$ cat config.mk
export PLATFORM = sky130hd
export DESIGN_NAME = rat_intr_ctrl_flat
export DESIGN_NICKNAME = d
export VERILOG_FILES = /design/src/rtl/rat_intr_ctrl_if.sv /design/src/rtl/rat_intr_ctrl.sv /design/src/flat_wrapper.sv
export SDC_FILE = /design/constraint.sdc
export NUM_CORES = 1
export LEC_CHECK = 0
export ABC_CLOCK_PERIOD_IN_PS = 1300
export BUFFER_PORTS_ARGS = -buffer_cell sky130_fd_sc_hd__buf_4
export CORE_MARGIN = 5
export CORE_UTILIZATION = 35
export DETAILED_ROUTE_END_ITERATION = 8
export SLEW_MARGIN = 20
export SYNTH_ARGS = -nofsm -noshare
export SYNTH_HDL_FRONTEND = slang
export SYNTH_SLANG_ARGS = --single-unit
export TNS_END_PERCENT = 1
$ cat constraint.sdc
create_clock -name CLK -period 1.3 [get_ports CLK]
set_input_delay 0.13 -clock CLK [delete_from_list [all_inputs] [get_ports CLK]]
set_output_delay 0.13 -clock CLK [all_outputs]
set_load 0.01 [all_outputs]
$ cat src/rtl/rat_intr_ctrl_if.sv
// Port-ID I/O bus between the RAT MCU wrapper and the interrupt controller.
// The MCU drives the ID, write data and strobe; the controller returns the read data and hit flag.
interface rat_intr_ctrl_if;
  logic [7:0] PORT_ID;
  logic [7:0] OUT_PORT;
  logic       IO_STRB;
  logic [7:0] IN_DATA;
  logic       IN_HIT;

  modport master (
    output PORT_ID,
    output OUT_PORT,
    output IO_STRB,
    input  IN_DATA,
    input  IN_HIT
  );

  modport slave (
    input  PORT_ID,
    input  OUT_PORT,
    input  IO_STRB,
    output IN_DATA,
    output IN_HIT
  );
endinterface

$ cat src/rtl/rat_intr_ctrl.sv
// RAT MCU interrupt controller: synchronises edge events, latches them as pending flags,
// masks them and raises INTR for the lowest-index request until the MCU acknowledges it.
module rat_intr_ctrl #(
  parameter int unsigned N_SRC       = 4,
  parameter logic [7:0]  MASK_ID     = 8'h60,
  parameter logic [7:0]  STATUS_ID   = 8'h61,
  parameter logic [7:0]  VECTOR_ID   = 8'h62,
  parameter logic [7:0]  ACK_ID      = 8'h63,
  parameter int unsigned INTR_CYCLES = 2
) (
  input  logic             CLK,
  input  logic             RESET_N,
  input  logic [N_SRC-1:0] SRC,
  rat_intr_ctrl_if.slave   bus,
  output logic             INTR,
  output logic             IN_SERVICE
);

  localparam int unsigned CntW = (INTR_CYCLES > 1) ? $clog2(INTR_CYCLES) : 1;

  typedef enum logic [1:0] {StIdle, StReq, StService} state_e;

  state_e           state_q, state_d;
  logic [CntW-1:0]  cnt_q, cnt_d;
  logic [2:0]       idx_q, idx_d;
  logic             intr_q, intr_d;
  logic [N_SRC-1:0] sync1_q, sync2_q, sync3_q;
  logic [N_SRC-1:0] pending_q, mask_q;
  logic [N_SRC-1:0] rise, req, ack_clr;
  logic [2:0]       winner;
  logic             mask_wr, ack_wr;

  assign mask_wr = bus.IO_STRB && (bus.PORT_ID == MASK_ID);
  assign ack_wr  = bus.IO_STRB && (bus.PORT_ID == ACK_ID);
  assign ack_clr = ack_wr ? bus.OUT_PORT[N_SRC-1:0] : '0;
  assign rise    = sync2_q & ~sync3_q;
  assign req     = pending_q & mask_q;

  always_ff @(posedge CLK or negedge RESET_N) begin
    if (!RESET_N) begin
      sync1_q   <= '0;
      sync2_q   <= '0;
      sync3_q   <= '0;
      pending_q <= '0;
      mask_q    <= '0;
    end else begin
      sync1_q   <= SRC;
      sync2_q   <= sync1_q;
      sync3_q   <= sync2_q;
      // A new event on the same edge as its ack keeps the flag set
      pending_q <= (pending_q & ~ack_clr) | rise;
      if (mask_wr) begin
        mask_q <= bus.OUT_PORT[N_SRC-1:0];
      end
    end
  end

  // Fixed priority: lowest set index wins
  always_comb begin
    winner = 3'd0;
    for (int i = int'(N_SRC) - 1; i >= 0; i--) begin
      if (req[i]) begin
        winner = 3'(i);
      end
    end
  end

  always_comb begin
    state_d = state_q;
    cnt_d   = cnt_q;
    idx_d   = idx_q;
    intr_d  = intr_q;
    unique case (state_q)
      StIdle: begin
        if (|req) begin
          idx_d   = winner;
          cnt_d   = CntW'(INTR_CYCLES - 1);
          intr_d  = 1'b1;
          state_d = StReq;
        end
      end
      StReq: begin
        if (cnt_q == '0) begin
          intr_d  = 1'b0;
          state_d = StService;
        end else begin
          cnt_d = cnt_q - CntW'(1);
        end
      end
      StService: begin
        // Only an ack of the in-service source releases the FSM
        if (ack_wr && bus.OUT_PORT[idx_q]) begin
          state_d = StIdle;
        end
      end
      default: state_d = StIdle;
    endcase
  end

  always_ff @(posedge CLK or negedge RESET_N) begin
    if (!RESET_N) begin
      state_q <= StIdle;
      cnt_q   <= '0;
      idx_q   <= '0;
      intr_q  <= 1'b0;
    end else begin
      state_q <= state_d;
      cnt_q   <= cnt_d;
      idx_q   <= idx_d;
      intr_q  <= intr_d;
    end
  end

  assign INTR       = intr_q;
  assign IN_SERVICE = (state_q != StIdle);

  logic [7:0] mask_ext, pending_ext;

  always_comb begin
    mask_ext                 = '0;
    mask_ext[N_SRC-1:0]      = mask_q;
    pending_ext              = '0;
    pending_ext[N_SRC-1:0]   = pending_q;
    bus.IN_DATA              = 8'h00;
    bus.IN_HIT               = 1'b0;
    case (bus.PORT_ID)
      MASK_ID: begin
        bus.IN_DATA = mask_ext;
        bus.IN_HIT  = 1'b1;
      end
      STATUS_ID: begin
        bus.IN_DATA = pending_ext;
        bus.IN_HIT  = 1'b1;
      end
      VECTOR_ID: begin
        bus.IN_DATA = IN_SERVICE ? {1'b1, 4'b0000, idx_q} : 8'h00;
        bus.IN_HIT  = 1'b1;
      end
      default: begin
        bus.IN_DATA = 8'h00;
        bus.IN_HIT  = 1'b0;
      end
    endcase
  end

endmodule

$ cat src/flat_wrapper.sv
// flat-port wrapper written by rule: the top's interface ports become plain ports
module rat_intr_ctrl_flat 
#(
  parameter int unsigned N_SRC       = 4,
  parameter logic [7:0]  MASK_ID     = 8'h60,
  parameter logic [7:0]  STATUS_ID   = 8'h61,
  parameter logic [7:0]  VECTOR_ID   = 8'h62,
  parameter logic [7:0]  ACK_ID      = 8'h63,
  parameter int unsigned INTR_CYCLES = 2
)
  (CLK, RESET_N, SRC, INTR, IN_SERVICE, bus_PORT_ID, bus_OUT_PORT, bus_IO_STRB, bus_IN_DATA, bus_IN_HIT);
  rat_intr_ctrl_if bus_i ();
  input  logic CLK;
  input  logic RESET_N;
  input  logic [N_SRC-1:0] SRC;
  output logic INTR;
  output logic IN_SERVICE;
  input wire logic [$bits(bus_i.PORT_ID)-1:0] bus_PORT_ID;
  input wire logic [$bits(bus_i.OUT_PORT)-1:0] bus_OUT_PORT;
  input wire logic [$bits(bus_i.IO_STRB)-1:0] bus_IO_STRB;
  output wire logic [$bits(bus_i.IN_DATA)-1:0] bus_IN_DATA;
  output wire logic [$bits(bus_i.IN_HIT)-1:0] bus_IN_HIT;
  assign bus_i.PORT_ID = bus_PORT_ID;
  assign bus_i.OUT_PORT = bus_OUT_PORT;
  assign bus_i.IO_STRB = bus_IO_STRB;
  assign bus_IN_DATA = bus_i.IN_DATA;
  assign bus_IN_HIT = bus_i.IN_HIT;
  rat_intr_ctrl #(.N_SRC(N_SRC), .MASK_ID(MASK_ID), .STATUS_ID(STATUS_ID), .VECTOR_ID(VECTOR_ID), .ACK_ID(ACK_ID), .INTR_CYCLES(INTR_CYCLES)) u_core (.CLK(CLK), .RESET_N(RESET_N), .SRC(SRC), .bus(bus_i), .INTR(INTR), .IN_SERVICE(IN_SERVICE));
endmodule
# Word-level counts from Yosys, hierarchy flattened
# Index checks and enable logic that the tools add are counted.
op_classes:
  addsub: 1
  order_cmp: 1
  n_eq_ne: 9
  muxes: 19
  n_bitwise: 6
  reduce_logical: 12
ops:
  columns: ["cell", "count"]
  rows:
  - ["$eq 8x7->1 const B", 4]
  - ["$pmux 8 s3", 1]
  - ["$and 4x4->4", 3]
  - ["$mux 3", 3]
  - ["$mux 2", 4]
  - ["$mux 8", 1]
  - ["$not 4->4", 2]
  - ["$pmux 2 s3", 1]
  - ["$reduce_and 3->1", 2]
  - ["$mux 1", 5]
  - ["$lt 3x4->1 const B", 1]
  - ["$mux 4", 1]
  - ["$ne 2x1->1 const B", 2]
  - ["$or 4x4->4", 1]
  - ["$pmux 1 s2", 2]
  - ["$reduce_and 2->1", 2]
  - ["$reduce_bool 2->1", 2]
  - ["$reduce_or 4->1", 1]
  - ["$bmux 1 s3", 1]
  - ["$logic_and 1x1->1", 3]
  - ["$reduce_or 3->1", 1]
  - ["$eq 2x1->1 const B", 1]
  - ["$eq 2x2->1 const B", 1]
  - ["$logic_not 2->1", 1]
  - ["other kinds (2)", 2]
word_totals:
  reg_bits: 27
  inputBits: 23

# Logic depth before layout (Yosys ltp)
# Gate-level depths: netlist of the first run.
logic_depth:
  depth_word: 6
  depth_mapped: 5

# Worst setup path after synthesis of the first run
# No wires, ideal clock.
synth_path:
  path_kind: "input-to-reg"
  startpoint: "input bus_PORT_ID[3]"
  endpoint: "register u_core.mask_q[0]"
  setup_ns: 0.125
  arrival_time_ns: 1.315
  setup_slack_ns: -0.140
  path_stages: 4
  path_buffers: 0
  cell_sequence: "nor4b_2 nand3b_1 or4b_4 mux2_2"
synth_via:
  elab_chain_len: 2
synth_rtl:
  columns: ["item", "line", "rtl"]
  rows:
  - ["start: declaration", "flat_wrapper.sv:18", "input wire logic [$bits(bus_i.PORT_ID)-1:0] bus_PORT_ID;"]
  - ["$eq 8x7->1", "rat_intr_ctrl.sv:33", "assign mask_wr = bus.IO_STRB && (bus.PORT_ID == MASK_ID);"]
  - ["$logic_and 1x1->1", "rat_intr_ctrl.sv:33", null]
  - ["end signal: assignment", "rat_intr_ctrl.sv:53", "mask_q <= bus.OUT_PORT[N_SRC-1:0];"]
  - ["end: declaration", "rat_intr_ctrl.sv:28", "logic [N_SRC-1:0] pending_q, mask_q;"]
# Every way passes these cells.
# A chain may end at the register's enable or synchronous reset.

# Worst setup path after layout of the first run
layout_path:
  startpoint: "register u_core.mask_q[1]"
  endpoint: "output bus_IN_DATA[1]"
layout_via:
  elab_chain_len: 1
layout_rtl:
  columns: ["item", "line", "rtl"]
  rows:
  - ["$pmux 8 s3", "rat_intr_ctrl.sv:126", "case (bus.PORT_ID)"]
  - ["end: declaration", "flat_wrapper.sv:21", "output wire logic [$bits(bus_i.IN_DATA)-1:0] bus_IN_DATA;"]
# Every way passes these cells.

==> results of run 1 <==
-- routing by layer --
layer  up-vias  track usage [%]
li1        434                -
met1       410             15.3
met2        26             19.3
met3         4             2.04
met4         0             3.81
met5         -                0
-- power by group --
group	leakage [uW]	switching [uW]	internal, uW
sequential	0.000306	61.2	901
combinational	0.000431	220	264
clock	0.0000279	236	312
-- repair_timing --
action                                  in CTS  in global routing
cloned                                       0                  0
endpoints found under the hold margin       30                  0
pin swaps                                    1                  2
hold buffers                                 5                  0
setup buffers                                1                  0
endpoints found under the setup margin       8                 11
resized for setup                            4                  3
-- worst reg2reg max path: stages, from the launching register on --
cell and delay, ps:
dfrtp_1 410, buf_4 140, a22oi_1 230, nand2_1 110, nand2_1 90, mux2_2 330
-- layout by cell type, fill, tap and decap left out, types with 2 or more instances in the layout --
master,netlist,layout
a31oi_1,2,2
inv_1,7,7
dlygate4sd3_1,0,5
a22oi_1,2,2
mux2i_1,4,4
dfrtp_1,26,26
nor3_1,2,2
mux2_2,5,5
nor2_1,10,9
o21ai_0,9,9
a21oi_1,6,6
conb_1,1,3
clkbuf_4,0,3
nand2_1,8,8
buf_6,0,5
buf_4,3,40
-- kinds of logic after synthesis --
family / count (synthesis)
DFF: 26
and+or+nand+nor: 25
AOI/OAI and AO/OA: 23
buffers and inverters: 13
muxes: 10
other: 1
-- flip-flops by register name, indices dropped and copies added, names as in the netlist --
signal,flops
u_core.pending_q,4
u_core.state_q,2
u_core.INTR,1
u_core.sync1_q,4
u_core.cnt_q,1
u_core.mask_q,4
u_core.sync2_q,4
u_core.idx_q,2
u_core.sync3_q,4
-- stage by stage --
| step | power [uW] | cell area, sq um | setup WS [ps] |
|---|---|---|---|
| floorplan | 1190 | 1110 | -140 |
| global placement | 1410 | 1460 | -286 |
| detailed placement | 1440 | 1460 | -315 |
| CTS | 2020 | 1580 | -230 |
| global route | 2110 | 1590 | -366 |
| finish | 1990 | 1590 | -215 |
-- final timing paths --
check                      depth (start not counted)                end                start
setup / recovery                                   6     bus_IN_DATA[1]     u_core.mask_q[1]
hold / removal                                     2   u_core.mask_q[2]      bus_OUT_PORT[2]
setup reg to reg                                   5    u_core.idx_q[0]  u_core.pending_q[0]
hold reg to reg                                    0  u_core.sync2_q[2]    u_core.sync1_q[2]
max in group asynchronous                          2  u_core.state_q[1]              RESET_N
min in group asynchronous                          2  u_core.sync1_q[2]              RESET_N
-- area by class of cell --
type | count | area (sq um)
fill | 279 | 1430
sequential | 26 | 651
timing repair buffer | 50 | 407
multi-input combinational | 61 | 403
tap | 44 | 55.1
clock inverter | 1 | 30.0
inverter | 7 | 26.3
clock buffer | 3 | 22.5
==> metrics.cfg, run 1 <==
[critical_path]
cp-start-kind=flop
critPathSlowestCell=dfrtp_1
arrival_ps=1380
slowest_delay_ps=430
cpMostUsedCell=nor2_1
crit_required_ps=1170
setup.worst_path.class=reg -> out
critical-path-top-delay-family=flip-flops
worst-path-buf-inv=2
cp_cell_sequence=buf_6, mux2i_1, nor2_1, a31oi_1, nor2_1, buf_4
rrSetupSlack_ps=-110
crit_path_end_kind=primary output
cp_max_fo=3

[route]
drtAntennaViolNets=0
avgViaCountPerCell=4.55
drc=0
wl_per_cell_um=11.7
routed.top_layer=met4
wl_met2_mm=1.03
vias=874
drt_iter0_drc=26
wl_mm=2.25
routed-wl-met3_um=161
wl_met1_mm=1.03
dr.pass1.iters=4

[yosys]
synth_ff_type=dfrtp_1
synth_seq_area_share_pct=59.2
synth_top_family_by_area=compound AO/OA/AOI/OAI gates
ys_seq_elements=26
syn-cell-area_sq_um=1100
synthMuxAreaShare_pct=10.8
yosysUniqueCellTypes=24
async_flop_share_pct=100
synthXorXnorAreaFrac_pct=0
syn_inst=98
yosys.area.top_type=dfrtp_1
synth_compound_area_share_pct=12.3
synth-simple-area-share_pct=11.8
synth.top_cell.area_share_pct=59.2
synth_edf_count=0
yosysMostFrequentCell=dfrtp_1
synth_fa_ha_area_share_pct=0
yosysWarnings=0
syn_area_per_cell_sq_um=11.2
synthTopCellsByArea=dfrtp_1 (59%), mux2_2 (5.1%), o21ai_0 (4.1%)
yosys-top-cells-count=dfrtp_1 (26), nor2_1 (10), o21ai_0 (9), nand2_1 (8), inv_1 (7)

[power]
irDropWorstVdd_mv=0.688
p_per_area_nw_per_um2=1250
p_leak_uw=0.000765

[sta]
tns_ps=-592
grt_setup_unrepaired=true
slew_violations=0
hold_ws_ps=51.9
fmax_mhz=660
skew_ps=13.9
min_period_over_period_pct=117
setup_viol=6
post-route-min-period_ps=1510
fin_ws_ps=-215
hold_viol=0

[placed_design]
port_buffers=26
dp_hpwl_mm=1.77
dp_cells=182
place.gp.congestion=0.753

[final_layout]
drive_gt1_share_pct=39.9
stdcell_count=192
antenna_cells=0
area_growth_pct=45.1
nets=172
final_util_pct=52.6

[clock_tree]
clkSinkCount=26
clockRootBuffer=clkbuf_4
cts_max_path_buffers=2
h-tree-depth=1
numCtsBuffers=3
clk_latency_ps=320
clkSlewWorstSetupHoldPaths_ps=150
cts_tree=done

[global_routing]
grt_first_pass_wirelength_mm=3.96
grt_pass1_vias=890
gr-usage-all-layers_pct=11.6
gr-total-overflow=0
antenna_found_initial=0
grt_max_degree=27

[floorplanning]
ios=34
coreArea_sq_um=3030
die_width_um=66.0
die_area_sq_um=4360
die_h_um=66.0
num_rows=20
start_util_pct=36.3

[status]
outcome=complete, but fails checks
violations=setup timing

[run]
max-cap-violations=0

[min_path]
hp-class=in -> reg

(Power assumes the default switching activity.)
==> run 2: changes to the inputs <==
--- a/config.mk
+++ b/config.mk
@@ -7,9 +7,9 @@
 export LEC_CHECK = 0
 export ABC_CLOCK_PERIOD_IN_PS = 1300
 export BUFFER_PORTS_ARGS = -buffer_cell sky130_fd_sc_hd__buf_4
-export CORE_MARGIN = 5
-export CORE_UTILIZATION = 35
+export CORE_UTILIZATION = 40
 export DETAILED_ROUTE_END_ITERATION = 8
+export PLACE_DENSITY = 0.67
 export SLEW_MARGIN = 20
 export SYNTH_ARGS = -nofsm -noshare
 export SYNTH_HDL_FRONTEND = slang
==> run 2 against run 1 <==
The run still ends with setup timing left. Utilization is 8.2 points higher. Die area is 32% lower. First-iteration DRC count is 54% lower. Sequential power is 0.5% higher. Worst setup slack better by 13 ps. Combinational power hardly changed. Global-route usage is 5.5 points higher. Sequential share of layout area is 1.2 points higher. Routed wire length is 2.1% lower. Clock power is 26% lower. Sequential cell count stayed put. Clock skew is 11 ps lower. Largest cell class unchanged. Largest power group unchanged. Highest routed layer unchanged.
==> metrics.cfg, run 2 (synthesis gave the netlist of run 1 again) <==
[power]
p_leak_uw=0.000753
irDropWorstVdd_mv=1.11
switching_share_pct=28.0
power_frac_seq_pct=52.2
p_per_area_nw_per_um2=1200
combPwrFrac_pct=26.1
cell_internal_pwr_uw=1330
p_clk_share_pct=21.8
switchingPower_uw=518

[critical_path]
rrSetupSlack_ps=-100
cp_max_fo=3
arrival_ps=1370
cp-start-kind=flop
crit_path_end_kind=primary output
setup.worst_path.class=reg -> out
crit_required_ps=1170

[route]
drc=0
drtAntennaViolNets=0
dr.pass1.iters=4
avgViaCountPerCell=4.93
vias=877
wl_per_cell_um=12.4
drt_iter0_drc=12
wl_mm=2.20

[floorplanning]
die_area_sq_um=2960
die_width_um=54.4
die_h_um=54.4
ios=34
coreArea_sq_um=2540
num_rows=18
start_util_pct=43.2

[final_layout]
antenna_cells=0
final_common_cell=buf_4
n_fill_cell=222
final_cell_mix=buf_4 (44), dfrtp_1 (26), o21ai_0 (9)
nets=172
final_util_pct=60.8
drive_gt1_share_pct=40.5
area_growth_pct=40.9
stdcell_count=178

[run]
max-cap-violations=0

[sta]
hold_viol=0
fmax_mhz=666
min_period_over_period_pct=115
fin_ws_ps=-201
post-route-min-period_ps=1500
slew_violations=0
setup_viol=8
skew_ps=2.40
grt_setup_unrepaired=true

[global_routing]
gr-usage-all-layers_pct=17.1
grt_pass1_vias=812
grt_first_pass_wirelength_mm=3.42
gr-total-overflow=0
grt_max_degree=27
antenna_found_initial=0

[clock_tree]
cts_tree=done
clockRootBuffer=clkbuf_4
cts_max_path_buffers=2
clkSinkCount=26
h-tree-depth=1
numCtsBuffers=3
clkSlewWorstSetupHoldPaths_ps=130
clk_latency_ps=310

[placed_design]
port_buffers=26
place.gp.congestion=0.871
dp_hpwl_mm=1.65
dp_cells=167

[min_path]
hp-class=in -> reg

[status]
violations=setup timing
outcome=complete, but fails checks

==> run 2: cell types whose count changed in the layout (fill, tap and decap cells not counted) <==
cell / previous run / this run
buf_4: 40 / 44
buf_6: 5 / 1
bufinv_16: 1 / 0
clkbuf_8: 0 / 1
nor2_1: 9 / 8
nor2_2: 1 / 2
==> run 2: repair_timing <==
action,in CTS,in global routing
resized for setup,2,2
hold buffers,5,0
endpoints found under the hold margin,30,0
pin swaps,1,0
setup endpoints to repair,8,11
setup buffers,2,0
==> run 2: per-stage QoR <==
step / total power (uW) / instance area [sq um] / setup WS, ps / setup TNS [ps] / hold slack (ps)
2_1_floorplan: 1190 / 1110 / -140 / -560 / -166
3_3_place_gp: 1410 / 1430 / -306 / -1260 / 50.7
3_5_place_dp: 1430 / 1430 / -324 / -1330 / 58.9
4_1_cts: 1870 / 1540 / -219 / -693 / 52.6
5_1_grt: 1980 / 1550 / -309 / -1500 / 38.3
6_report: 1850 / 1550 / -201 / -596 / 66.0
==> run 2: path summary, 6_finish.rpt <==
path / startpoint / depth (start not counted) / endpoint
worst max-delay path: u_core.mask_q[1] / 6 / bus_IN_DATA[1]
worst min-delay path: bus_OUT_PORT[0] / 2 / u_core.mask_q[0]
worst max register to register: u_core.pending_q[0] / 5 / u_core.idx_q[0]
worst min register to register: u_core.sync1_q[2] / 0 / u_core.sync2_q[2]
max in group asynchronous: RESET_N / 2 / u_core.mask_q[1]
min in group asynchronous: RESET_N / 2 / u_core.sync3_q[3]
==> run 2: metal layers <==
layer,part of all wire (%),global-route usage (%),up-vias
met5,0,0,-
met4,2.2,9.83,0
met3,5.1,3.33,4
met2,45,28.9,29
met1,48,20.0,410
li1,-,-,434
==> run 2: power groups by stage <==
stage	logic, uW	clock network (uW)	registers (uW)
floorplan	202	0	986
global placement	438	0	972
detailed placement	446	0	980
CTS	478	422	966
global route	541	455	979
finish	483	403	967
==> run 2: cell type report <==
| cell class | count | area (sq um) | share of cell area (%) |
|---|---|---|---|
| flip-flops and latches | 26 | 651 | 42.0 |
| multi-input cells | 61 | 405 | 26.2 |
| repair buffers | 50 | 392 | 25.3 |
| well taps | 30 | 37.5 | 2.43 |
| clock buffers | 4 | 36.3 | 2.34 |
| inverters | 7 | 26.3 | 1.70 |
==> run 2: critical path: stages (launching register included) <==
cell,delay [ps]
dfrtp_1,410
buf_4,140
mux2i_1,130
nor2_1,60
a31oi_1,130
nor2_1,50
buf_4,140
==> run 3: changes to the inputs <==
--- a/config.mk
+++ b/config.mk
@@ -10,6 +10,7 @@
 export CORE_UTILIZATION = 40
 export DETAILED_ROUTE_END_ITERATION = 8
 export PLACE_DENSITY = 0.67
+export SKIP_LAST_GASP = 1
 export SLEW_MARGIN = 20
 export SYNTH_ARGS = -nofsm -noshare
 export SYNTH_HDL_FRONTEND = slang
==> run 3 against run 2 <==
The run still ends with setup timing left. Final area is 0.89% lower. Die area stayed put. Largest cell class unchanged. Maximum frequency is 0.13% lower.
==> metrics.cfg, run 3 (synthesis gave the netlist of run 1 again) <==
[status]
outcome=complete, but fails checks
violations=setup timing

[final_layout]
area_growth_pct=39.6
final_common_cell=buf_4
drive_gt1_share_pct=38.5
antenna_cells=0
final_cell_mix=buf_4 (45), dfrtp_1 (26), nor2_1 (10)
nets=172
final_util_pct=60.3
stdcell_count=178

[floorplanning]
die_h_um=54.4
coreArea_sq_um=2540
die_area_sq_um=2960
start_util_pct=43.2
die_width_um=54.4
num_rows=18
ios=34

[route]
avgViaCountPerCell=4.94
drt_iter0_drc=11
wl_mm=2.18
dr.pass1.iters=4
drc=0
drtAntennaViolNets=0
vias=880
wl_per_cell_um=12.3

[clock_tree]
cts_resized=0
clkSlewWorstSetupHoldPaths_ps=140
cts_max_path_buffers=2
clockRootBuffer=clkbuf_4
cts_tree=done
h-tree-depth=1
clkSinkCount=26
numCtsBuffers=3
clk_latency_ps=310

[sta]
hold_viol=0
fmax_mhz=665
min_period_over_period_pct=116
slew_violations=0
setup_viol=8
fin_ws_ps=-203
tns_ps=-664
skew_ps=1.03
post-route-min-period_ps=1500
grt_setup_unrepaired=true

[power]
switchingPower_uw=504
p_per_area_nw_per_um2=1190
total_power_uw=1830
power_frac_seq_pct=52.8
irDropWorstVdd_mv=1.10
combPwrFrac_pct=25.0
p_clk_share_pct=22.2
p_leak_uw=0.000750
switching_share_pct=27.6
cell_internal_pwr_uw=1320

[placed_design]
dp_cells=167
dp_hpwl_mm=1.65
port_buffers=26
post-place-ws_ps=-324
place.gp.congestion=0.871

[critical_path]
cp_max_fo=3
arrival_ps=1370
crit_path_end_kind=primary output
setup.worst_path.class=reg -> out
rr_worst_depth=5
crit_required_ps=1170
cp-start-kind=flop

[min_path]
hp-class=in -> reg
holdPathStages=2

[global_routing]
antenna_found_initial=0
grt_pass1_vias=799
grt_first_pass_wirelength_mm=3.39
gr-usage-all-layers_pct=16.9
grt_max_degree=27
gr-total-overflow=0

[run]
max-cap-violations=0

## run 3: cell counts in the layout (fill, tap and decap cells not counted)
No cell type changed its count.
## run 3: repair_timing
action,CTS,global route
setup endpoints to repair,8,11
hold buffers,5,0
buffers inserted,2,0
hold endpoints to repair,30,0
## run 3: metal layers
layer  routed length [um]  track usage [%]
met3                  115             3.33
met4                   48             9.83
met5                    0                0
met2                  980             28.7
met1                 1040             19.8
## run 3: worst paths after layout
| kind | startpoint | to | slack [ps] |
|---|---|---|---|
| setup / recovery | u_core.pending_q[0] | bus_IN_DATA[0] | -200 |
| hold / removal | bus_OUT_PORT[0] | u_core.mask_q[0] | 70 |
| setup reg to reg | u_core.pending_q[0] | u_core.idx_q[0] | -110 |
| hold reg to reg | u_core.sync1_q[2] | u_core.sync2_q[2] | 370 |
| max in group asynchronous | RESET_N | u_core.pending_q[2] | 820 |
| min in group asynchronous | RESET_N | u_core.sync3_q[3] | 240 |
## run 3: critical path: stages, from the launching register on
cell and delay (ps):
dfrtp_1 400, buf_4 140, mux2i_1 130, nor2_1 50, a31oi_1 140, nor2_1 60
buf_4 140
## run 3: layout make-up
type | instances | area, sq um
sequential | 26 | 651
multi-input combinational | 61 | 395
inverter | 7 | 26.3
fill | 223 | 1010
tap | 30 | 37.5
timing repair buffer | 50 | 388
clock buffer | 4 | 36.3
## run 3: power groups by stage
stage	Sequential [uW]	Clock [uW]	Combinational (uW)
2_1_floorplan	986	0	202
3_3_place_gp	972	0	438
3_5_place_dp	980	0	446
4_1_cts	963	422	462
5_1_grt	976	455	515
6_report	964	406	457
## run 3: metrics by stage
stage          hold WS (ps)  area [sq um]
6_report               68.7          1530
2_1_floorplan          -166          1110
3_5_place_dp           58.9          1430
5_1_grt                38.3          1530
4_1_cts                52.6          1530
3_3_place_gp           50.7          1430
